**src/rtl/spi_pkg.sv**
```systemverilog
// Shared types for the SPI master serializer: FSM state encoding and
// symbolic names for the CPOL/CPHA mode parameters.
package spi_pkg;

    typedef enum logic [2:0] {
        IDLE,
        SETUP,
        SHIFT,
        WAIT,
        HOLD
    } spi_state_e;

    localparam logic CPOL_IDLE_LOW  = 1'b0;
    localparam logic CPOL_IDLE_HIGH = 1'b1;
    localparam logic CPHA_LEADING   = 1'b0;
    localparam logic CPHA_TRAILING  = 1'b1;

endpackage

```
**src/rtl/spi_clk_div.sv**
```systemverilog
// Half-period down-counter: strobe fires on the cycle the count reaches zero,
// after which the count wraps to reload_val so successive edges stay H apart.
module spi_clk_div
    import spi_pkg::*;
#(
    parameter int DIVW = 8
) (
    input  logic            clk,
    input  logic            rst,
    input  logic            load,
    input  logic [DIVW-1:0] load_val,
    input  logic            run,
    input  logic [DIVW-1:0] reload_val,
    output logic            strobe
);

    logic [DIVW-1:0] cnt;

    assign strobe = run && (cnt == '0);

    always_ff @(posedge clk) begin
        if (rst) begin
            cnt <= '0;
        end else if (load) begin
            cnt <= load_val;
        end else if (run) begin
            cnt <= strobe ? reload_val : cnt - DIVW'(1);
        end
    end

endmodule

```
**src/rtl/spi_master_serdes.sv**
```systemverilog
// SPI master serializer: turns accepted tx words into ss_n/sclk/mosi activity,
// samples miso into rx words, and chains words under one ss_n assertion.
module spi_master_serdes
    import spi_pkg::*;
#(
    parameter int   DW   = 8,
    parameter int   DIVW = 8,
    parameter logic CPOL = 1'b0,
    parameter logic CPHA = 1'b0
) (
    input  logic            clk,
    input  logic            rst,
    input  logic [DIVW-1:0] cfg_div,
    input  logic            tx_valid,
    output logic            tx_ready,
    input  logic [DW-1:0]   tx_data,
    input  logic            tx_last,
    output logic            rx_valid,
    output logic [DW-1:0]   rx_data,
    output logic            busy,
    output logic            ss_n,
    output logic            sclk,
    output logic            mosi,
    input  logic            miso
);

    localparam int            EW        = $clog2(2 * DW) + 1;
    localparam logic [EW-1:0] LAST_EDGE = EW'(2 * DW);

    spi_state_e      state, state_nx;
    logic [DIVW-1:0] h_m1;
    logic            last_q;
    logic [EW-1:0]   ecnt;
    logic [DW-1:0]   tx_sh, rx_sh;

    logic            accept, end_cyc, resume, sck_edge, leading;
    logic            shift_out, sample_in;
    logic            div_load, div_run, div_strobe;
    logic [DIVW-1:0] div_load_val;

    spi_clk_div #(.DIVW(DIVW)) u_div (
        .clk        (clk),
        .rst        (rst),
        .load       (div_load),
        .load_val   (div_load_val),
        .run        (div_run),
        .reload_val (h_m1),
        .strobe     (div_strobe)
    );

    assign busy = ~ss_n | (state != IDLE);

    // End cycle e is the cycle right after the final edge; a follow-on word
    // accepted there (or in WAIT) gets its first edge H cycles later, which
    // for H=1 means the edge coincides with the accept itself.
    always_comb begin
        end_cyc      = (state == SHIFT) && (ecnt == LAST_EDGE);
        tx_ready     = (state == IDLE) || (state == WAIT) || (end_cyc && !last_q);
        accept       = tx_valid && tx_ready;
        resume       = accept && (state != IDLE);
        div_run      = (state == SETUP) || (state == HOLD) || ((state == SHIFT) && !end_cyc);
        sck_edge     = (div_strobe && (state == SETUP || (state == SHIFT && !end_cyc)))
                     || (resume && (cfg_div == '0));
        leading      = resume || !ecnt[0];
        shift_out    = sck_edge && ((CPHA == CPHA_TRAILING) ? leading
                                    : (!leading && (ecnt != LAST_EDGE - EW'(1))));
        sample_in    = sck_edge && ((CPHA == CPHA_TRAILING) ? !leading : leading);
        div_load     = 1'b0;
        div_load_val = cfg_div;
        if (accept && state == IDLE) begin
            div_load = 1'b1;
        end else if (resume) begin
            div_load     = 1'b1;
            div_load_val = (cfg_div == '0) ? '0 : cfg_div - DIVW'(1);
        end else if (end_cyc && last_q) begin
            div_load     = 1'b1;
            div_load_val = h_m1 - DIVW'(1);
        end
    end

    always_comb begin
        state_nx = state;
        case (state)
            IDLE:  if (accept) state_nx = SETUP;
            SETUP: if (sck_edge) state_nx = SHIFT;
            SHIFT: begin
                if (end_cyc) begin
                    if (accept)           state_nx = SHIFT;
                    else if (!last_q)     state_nx = WAIT;
                    else if (h_m1 == '0)  state_nx = IDLE;
                    else                  state_nx = HOLD;
                end
            end
            WAIT:  if (accept) state_nx = SHIFT;
            HOLD:  if (div_strobe) state_nx = IDLE;
            default: state_nx = IDLE;
        endcase
    end

    always_ff @(posedge clk) begin
        if (rst) begin
            state    <= IDLE;
            ss_n     <= 1'b1;
            sclk     <= CPOL;
            mosi     <= 1'b0;
            rx_valid <= 1'b0;
            rx_data  <= '0;
            ecnt     <= '0;
            tx_sh    <= '0;
            rx_sh    <= '0;
            h_m1     <= '0;
            last_q   <= 1'b0;
        end else begin
            state    <= state_nx;
            ss_n     <= (state_nx == IDLE);
            rx_valid <= end_cyc;
            if (end_cyc) rx_data <= rx_sh;
            if (accept) begin
                h_m1   <= cfg_div;
                last_q <= tx_last;
            end
            if (sck_edge) sclk <= ~sclk;

            if (accept)        ecnt <= (resume && cfg_div == '0) ? EW'(1) : '0;
            else if (sck_edge) ecnt <= ecnt + EW'(1);

            // CPHA=0 presents the MSB before the first edge; CPHA=1 waits for a leading edge.
            if (accept) begin
                if (CPHA == CPHA_LEADING || sck_edge) begin
                    mosi  <= tx_data[DW-1];
                    tx_sh <= {tx_data[DW-2:0], 1'b0};
                end else begin
                    tx_sh <= tx_data;
                end
            end else if (shift_out) begin
                mosi  <= tx_sh[DW-1];
                tx_sh <= {tx_sh[DW-2:0], 1'b0};
            end

            if (sample_in) rx_sh <= {rx_sh[DW-2:0], miso};
        end
    end

endmodule

```
**config.mk**
```make
export PLATFORM = sky130hd
export DESIGN_NAME = spi_master_serdes
export DESIGN_NICKNAME = d
export VERILOG_FILES = /design/src/rtl/spi_pkg.sv /design/src/rtl/spi_clk_div.sv /design/src/rtl/spi_master_serdes.sv
export SDC_FILE = /design/constraint.sdc
export NUM_CORES = 1
export LEC_CHECK = 0
export BUFFER_PORTS_ARGS = -buffer_cell sky130_fd_sc_hd__buf_4
export CELL_PAD_IN_SITES_DETAIL_PLACEMENT = 1
export CELL_PAD_IN_SITES_GLOBAL_PLACEMENT = 2
export CORE_ASPECT_RATIO = 1.4
export CORE_MARGIN = 1.5
export CORE_UTILIZATION = 25
export DETAILED_ROUTE_END_ITERATION = 8
export PLACE_DENSITY = 0.63
export SLEW_MARGIN = 20
export SYNTH_ARGS = -nofsm -noshare
export SYNTH_HDL_FRONTEND = slang
export SYNTH_SLANG_ARGS = --single-unit
export TNS_END_PERCENT = 1
```
**constraint.sdc**
```tcl
create_clock -name clk -period 2.6 [get_ports clk]
set_input_delay 0.65 -clock clk [delete_from_list [all_inputs] [get_ports clk]]
set_output_delay 0.65 -clock clk [all_outputs]
set_load 0.05 [all_outputs]
```
==> results of run 1 <==
==> per-layer routing <==
layer	vias up	part of all wire [%]	wire length, um	track usage (%)
li1	1369	-	-	-
met5	-	0	0	0
met1	1352	42	3898	18.06
met4	0	2.7	253	6.321
met3	14	1.9	180	2.199
met2	34	53	4977	29.88
==> cells in the mapped netlist, drive strengths merged, types with 2 or more instances <==
| library cell | count | area share [%] |
|---|---|---|
| a211oi | 10 | 3.1 |
| a221oi | 2 | 0.60 |
| nor2b | 4 | 0.86 |
| nor3 | 15 | 3.0 |
| o21a | 2 | 0.51 |
| dfxtp | 52 | 36 |
| nand2b | 3 | 0.64 |
| a41oi | 3 | 0.90 |
| a21oi | 27 | 4.6 |
| o211ai | 2 | 0.51 |
| nor4bb | 2 | 0.69 |
| mux2i | 19 | 6.5 |
| nor2 | 33 | 4.5 |
| nor3b | 5 | 1.3 |
| o22ai | 4 | 0.86 |
| a31oi | 4 | 0.86 |
| xnor2 | 7 | 2.1 |
| or3 | 4 | 1.0 |
| o21ai | 12 | 2.2 |
| xor2 | 9 | 2.7 |
| ha | 8 | 3.4 |
| a21o | 2 | 0.51 |
| nor4 | 3 | 0.86 |
| a31o | 4 | 1.5 |
| or4 | 2 | 0.64 |
| and3 | 2 | 0.43 |
| clkbuf | 15 | 1.9 |
| o21bai | 3 | 0.77 |
| inv | 13 | 1.7 |
| buf | 4 | 1.4 |
| nand2 | 43 | 5.5 |
| nand3 | 14 | 2.4 |
==> worst paths after layout <==
kind / to / slack, ns / startpoint
hold reg to reg: rx_data[1]$_SDFFE_PP0N_ / 0.46 / rx_data[1]$_SDFFE_PP0N_
setup reg to reg: ecnt[4]$_SDFFE_PP0P_ / 0.18 / u_div.cnt[4]$_SDFFE_PP0P_
hold / removal: rx_data[1]$_SDFFE_PP0N_ / 0.46 / rx_data[1]$_SDFFE_PP0N_
setup / recovery: tx_ready / 0.13 / state[1]$_SDFF_PP0_
==> placed cells by master, fill, tap and decap left out, types with 3 or more instances in the layout <==
cell type and instances:
a31oi_1 4, nor2_2 3, xor2_1 9, a41oi_1 3, a21oi_1 27, o21ai_0 11
dfxtp_1 52, inv_1 13, buf_4 61, nand2_1 43, nor3b_1 4, nor2_1 30
a31o_2 3, clkbuf_16 5, o22ai_1 4, ha_1 8, nand3_1 14, mux2i_1 19
or3_1 3, a211oi_1 7, nor3_1 13, nand2b_1 3, nor2b_1 4, xnor2_1 7
a211oi_2 3, o21bai_1 3
==> power groups by stage <==
| stage | sequential, mW | combinational [mW] | clock [mW] |
|---|---|---|---|
| 3_3_place_gp | 0.951 | 0.709 | 0 |
| 3_5_place_dp | 0.953 | 0.714 | 0 |
| 5_1_grt | 0.946 | 0.791 | 0.768 |
| 2_1_floorplan | 0.944 | 0.498 | 0 |
| 4_1_cts | 0.935 | 0.718 | 0.737 |
| 6_report | 0.934 | 0.710 | 0.715 |
==> worst reg2reg max path, delay by kind of cell (launching register included) <==
kind,cells,cell delay (ns)
AO/OA/AOI/OAI,1,0.43
flip-flops,1,0.36
buffers and inverters,1,0.21
AND/OR/NAND/NOR,4,1.28
==> flip-flops by register name (all words and copies together), names as in the netlist <==
register	flops
h_m1	8
tx_sh	7
sclk	1
state	3
rx_sh	8
ss_n	1
rx_data	8
rx_valid	1
ecnt	5
mosi	1
last_q	1
u_div.cnt	8
==> timing repair <==
item                                    CTS  global route
endpoints found under the setup margin    0             3
hold buffers                              0             0
gates resized for setup                   0             2
==> cell families (layout without fill, tap and decap cells) <==
family | after synthesis | count (layout) | synth area share (%)
xor+xnor | 16 | 16 | 4.799
simple gates | 135 | 135 | 23.35
mux | 19 | 19 | 6.512
compound gates | 89 | 89 | 21.25
fa+ha+maj | 8 | 8 | 3.428
buf+inv | 32 | 83 | 5.013
flops | 52 | 52 | 35.65
==> through the flow <==
| stage | area [sq um] | instances | hold slack (ns) | total power [mW] | TNS [ns] |
|---|---|---|---|---|---|
| 2_1_floorplan | 2925 | 351 | 0.4434 | 1.441 | 0 |
| 3_3_place_gp | 3501 | 538 | 0.4509 | 1.660 | 0 |
| 3_5_place_dp | 3501 | 538 | 0.4542 | 1.667 | -0.4406 |
| 4_1_cts | 3652 | 546 | 0.4658 | 2.389 | 0 |
| 5_1_grt | 3659 | 546 | 0.4896 | 2.505 | 0 |
| 6_report | 3659 | 546 | 0.4606 | 2.358 | 0 |
==> final cells by class <==
cell class	count	area, sq um
clock buffers	5	125.1
clock inverters	3	26.28
fillers	1350	7680
inverters	13	48.80
multi-input cells	267	1759
flip-flops and latches	52	1041
well taps	144	180.2
repair buffers	62	478.0
==> metrics.md, run 1 <==
| Metric | Value |
|---|---|
| CTS H-tree depth | 2 |
| Clock power share | 30.3% |
| CP Data Required Time | 1.95 ns |
| Die area | 12350 sq um |
| Relative slew slack | between 50 and 60% |
| DRC viols | 0 |
| Synth Flop Type | dfxtp_1 |
| Chip Width | 94.35 um |
| Mapped Area | 2920 sq um |
| Peak Freq | 0.4053 GHz |
| Place WS | -0.07019 ns |
| Cell family with most CP delay | flip-flops |
| Drt wl/cell | 17.05 um |
| Post-route worst setup slack | around 0.13 ns |
| CP bufs+invs | 2 |
| CTS tree | yes |
| CP Cell Sequence | nor2b_1 > o21a_1 > buf_4 > nor3_2 > buf_4 |
| CTS sink cnt | 52 |
| Starting Density | ~26% |
| Initial DRC Count | 135 |
| Sequential fraction of the synthesis area | 35.65% |
| Number of flops mapped to enable cells by yosys | 0 |
| Hold path cells | 2 |
| Syn. warnings | 0 |
| Number of port buffers | 34 |
| Final count of pins violating max slew | 0 |
| Sw Share | 34.49% |
| FF+latch count, synth | 52 |
| Vias in the first global route | 2850 |
| Internal | 1.545 mW |
| Vias | 2769 |
| Total global-route track usage | 15.99% |
| Final WL | 9310 um |
| Hold Path Class | flop to flop |
| Hold Vio Cnt, Final | 0 |
| Switching pwr | 0.8134 mW |
| Kind of critical path | flop to output port |
| I/O pin count | 35 |
| Core Region | 11340 sq um |
| Clock Skew | approximately 0.012 ns |
| Clk root buf | clkbuf_16 |
| Post-CTS Repair Setup Buffers | 0 |
| Yosys cell types | 61 |
| Die H | 130.9 um |
| DRT antenna net count | 0 |
| Power share of the sequential group | 39.6% |
| Total gr overflow | 0 |
| Initial antenna violation count | 0 |
| R2R depth | 6 |
| Clk buf depth | 2 |
| TritonRoute pass-1 iters | 4 |
| Number of max-cap violations | 0 |
| Max rail drop VDD | around 0.23 mV |
| Clock Latency Late Sink | around 0.3 ns |
| Worst setup SP type | flop |
| Critical path peak fanout | 18 |
| Mapped Nets | 380 |
| Clock-pin transition on the worst setup and hold timing paths | 0.08 ns |
| Final period util | approximately 95% |
| GP Congestion | between 0.8 and 0.9 |
| Final Core Density | 32.27% |
| Ratio of cells with drive above 1 in the final layout | 22.14% |
| Largest net degree at the start of global routing | between 50 and 60 |
| N_diodes | 0 |
| Vias/cell | between 5 and 6 |
| Crit path DAT | 1.82 ns |
| First-pass GRT wire length | approximately 15000 um |
| CP Capture Type | output port |
| CTS Buf Count | 5 |
| Worst slew pin tran | 0.6244 ns |
| Crit path top cell by count | buf_4 |
| Logic pwr share | 30.1% |
| Area grow syn2layout | 25.28% |
| RSZ-0062 raised after global routing | false |
| Post-DP HPWL | 6917 um |
| Outcome | completed |
| Syn Area/Cell | 8.320 sq um |
| Leak Pwr | 1.463 nW |
| Final net count | between 400 and 500 |
| CP max stage cell | dfxtp_1 |
| Final setup fails | 0 |
| Row count | 46 |
| Pwr Density | between 600 and 700 nW/um^2 |
| Post-layout min period | 2.467 ns |
| CP max stage delay | 0.65 ns |
| Cells after synthesis | between 300 and 400 |
| Worst path depth | 5 |
| Post-synth ARST share | 0% |
Power figures use the tool's default switching activity.
==> inputs of run 2 (changes only) <==
REMOVE_ABC_BUFFERS = 1   (was not set)
SLEW_MARGIN = not set   (was 20)
==> metrics.md, run 2 (same netlist as run 1, synthesis figures left out) <==
| Metric | Value |
|---|---|
| CP bufs+invs | 2 |
| Area grow syn2layout | 25.49% |
| Leak Pwr | 1.460 nW |
| Clock Skew | 0.009118 ns |
| FF/Latch Area | about 1000 sq um |
| Total gr overflow | 0 |
| Die area | 12350 sq um |
| CP max stage cell | dfxtp_1 |
| DRT antenna net count | 0 |
| TritonRoute pass-1 iters | 4 |
| Clk root buf | clkbuf_16 |
| Chip Width | approximately 94 um |
| Ratio of cells with drive above 1 in the final layout | 21.70% |
| CTS sink cnt | 52 |
| CP Data Required Time | around 2 ns |
| CP Cell Sequence | inv_1 > ha_1 > nand4bb_1 > o21a_1 > nor3_1 > buf_4 |
| Post-CTS Repair Setup Buffers | 0 |
| Initial antenna violation count | 0 |
| Critical path peak fanout | 3 |
| Peak Freq | 0.4182 GHz |
| Number of max-cap violations | 0 |
| Setup TNS | 0 ns |
| Flop-to-flop setup slack | 0.27 ns |
| Final setup fails | 0 |
| Hold Path Sink | rx_data[5]$_SDFFE_PP0N_ |
| Clock-pin transition on the worst setup and hold timing paths | 0.07 ns |
| Hold_buf cts | 0 |
| Worst slew pin tran | 0.5497 ns |
| DRC viols | 0 |
| Worst R2R Start | ecnt[0]$_SDFFE_PP0P_ |
| Hold path cells | 2 |
| Total global-route track usage | between 10% and 20% |
| Hold path start | rx_data[5]$_SDFFE_PP0N_ |
| Die H | 130.9 um |
| Final net count | 429 |
| Post-layout min period | 2.391 ns |
| I/O pin count | 35 |
| Clk buf depth | 2 |
| CTS tree | yes |
| Multi-input combinational cell area | roughly 1800 sq um |
| Most common cell after layout, fill and taps aside | buf_4 |
| Vias/cell | 5.057 |
| Final WL | 8999 um |
| FF-to-FF End | u_div.cnt[4]$_SDFFE_PP0P_ |
| Fillers | between 1000 and 1500 |
| R2R depth | 9 |
| CTS Buf Count | 5 |
| CP Capture Type | output port |
| GP Congestion | just over 0.8 |
| Clock Latency Late Sink | ~0.30 ns |
| Hold Path Class | flop to flop |
| RSZ-0062 raised after global routing | false |
| Most frequent cells in the layout | 60 x buf_4, 51 x dfxtp_1, 43 x nand2_1 |
| Kind of critical path | flop to output port |
| Drt wl/cell | 16.51 um |
| Final Core Density | 32.32% |
| Post-DP HPWL | 6736 um |
| Final period util | 91.97% |
| Final count of pins violating max slew | 0 |
| Post-route worst setup slack | 0.2088 ns |
| Relative slew slack | 63.07% |
| N_diodes | 0 |
| Largest net degree at the start of global routing | 39 |
| Worst setup SP type | flop |
| Starting Density | between 20% and 30% |
| Number of port buffers | 34 |
| Initial DRC Count | 101 |
| CTS H-tree depth | 2 |
| Vias in the first global route | 2896 |
| Crit path DAT | 1.74 ns |
| First-pass GRT wire length | between 15000 and 20000 um |
| Outcome | completed |
| Core Region | 11340 sq um |
| Hold Vio Cnt, Final | 0 |
| Row count | 46 |
| Place WS | -0.07671 ns |
| CP max stage delay | 0.31 ns |
| Max rail drop VDD | 0.3765 mV |
| Pwr Density | between 600 and 700 nW/um^2 |
| Vias | 2756 |
| Cell family with most CP delay | simple AND/OR/NAND/NOR gates |
[run 2: layer usage]
layer	track usage, %	vias up	part of all wire [%]
met5	0	-	0
met4	4.741	0	1.1
met3	2.546	6	1.8
met2	29.54	27	55
met1	18.69	1363	43
li1	-	1360	-
[run 2: what timing repair did]
item	in CTS	in global routing
endpoints found under the setup margin	0	4
gates resized for setup	0	2
hold endpoints to repair	0	0
[run 2: area by class of cell]
cell class / instances / share of cell area (%)
clock inverter: 3 / 1.161
timing repair buffer: 61 / 12.84
inverter: 13 / 1.332
clock buffer: 5 / 3.414
multi-input combinational: 267 / 47.90
sequential: 52 / 28.44
tap: 144 / 4.916
[run 2: how the worst max path moves through the flow]
| stage | from | endpoint | slack, ns | cells past startpoint |
|---|---|---|---|---|
| floorplan | ecnt[0]$_SDFFE_PP0P_ | u_div.cnt[1]$_SDFFE_PP0P_ | -0.61 | 8 |
| global placement | cfg_div[0] | rx_sh[3]$_SDFFE_PP0P_ | 0.05 | 10 |
| detailed placement | cfg_div[0] | rx_sh[3]$_SDFFE_PP0P_ | -0.08 | 10 |
| CTS | ecnt[0]$_SDFFE_PP0P_ | tx_ready | 0.15 | 6 |
| global route | ecnt[0]$_SDFFE_PP0P_ | u_div.cnt[5]$_SDFFE_PP0P_ | 0.04 | 10 |
| finish | ecnt[0]$_SDFFE_PP0P_ | tx_ready | 0.21 | 6 |
[run 2: worst reg2reg max path, cell delays in order (launching register included)]
cell	delay, ns
dfxtp_1	0.31
inv_1	0.09
ha_1	0.17
nand4bb_1	0.19
o21a_1	0.27
or4_1	0.47
buf_4	0.21
o22ai_1	0.21
a211oi_1	0.08
a31o_2	0.22
[run 2: power breakdown]
group	switching [mW]	leakage [nW]	internal, mW
Sequential	0.0679	0.425	0.858
Combinational	0.393	0.955	0.320
Clock	0.317	0.0798	0.453
Total	0.778	1.46	1.63
[run 2: through the flow]
step | hold WS, ns | power [mW] | std cells | area (sq um)
floorplan | 0.4371 | 1.404 | 332 | 2823
global placement | 0.4495 | 1.659 | 537 | 3488
detailed placement | 0.4533 | 1.662 | 537 | 3488
CTS | 0.4641 | 2.445 | 545 | 3656
global route | 0.4837 | 2.556 | 545 | 3665
finish | 0.4581 | 2.410 | 545 | 3665
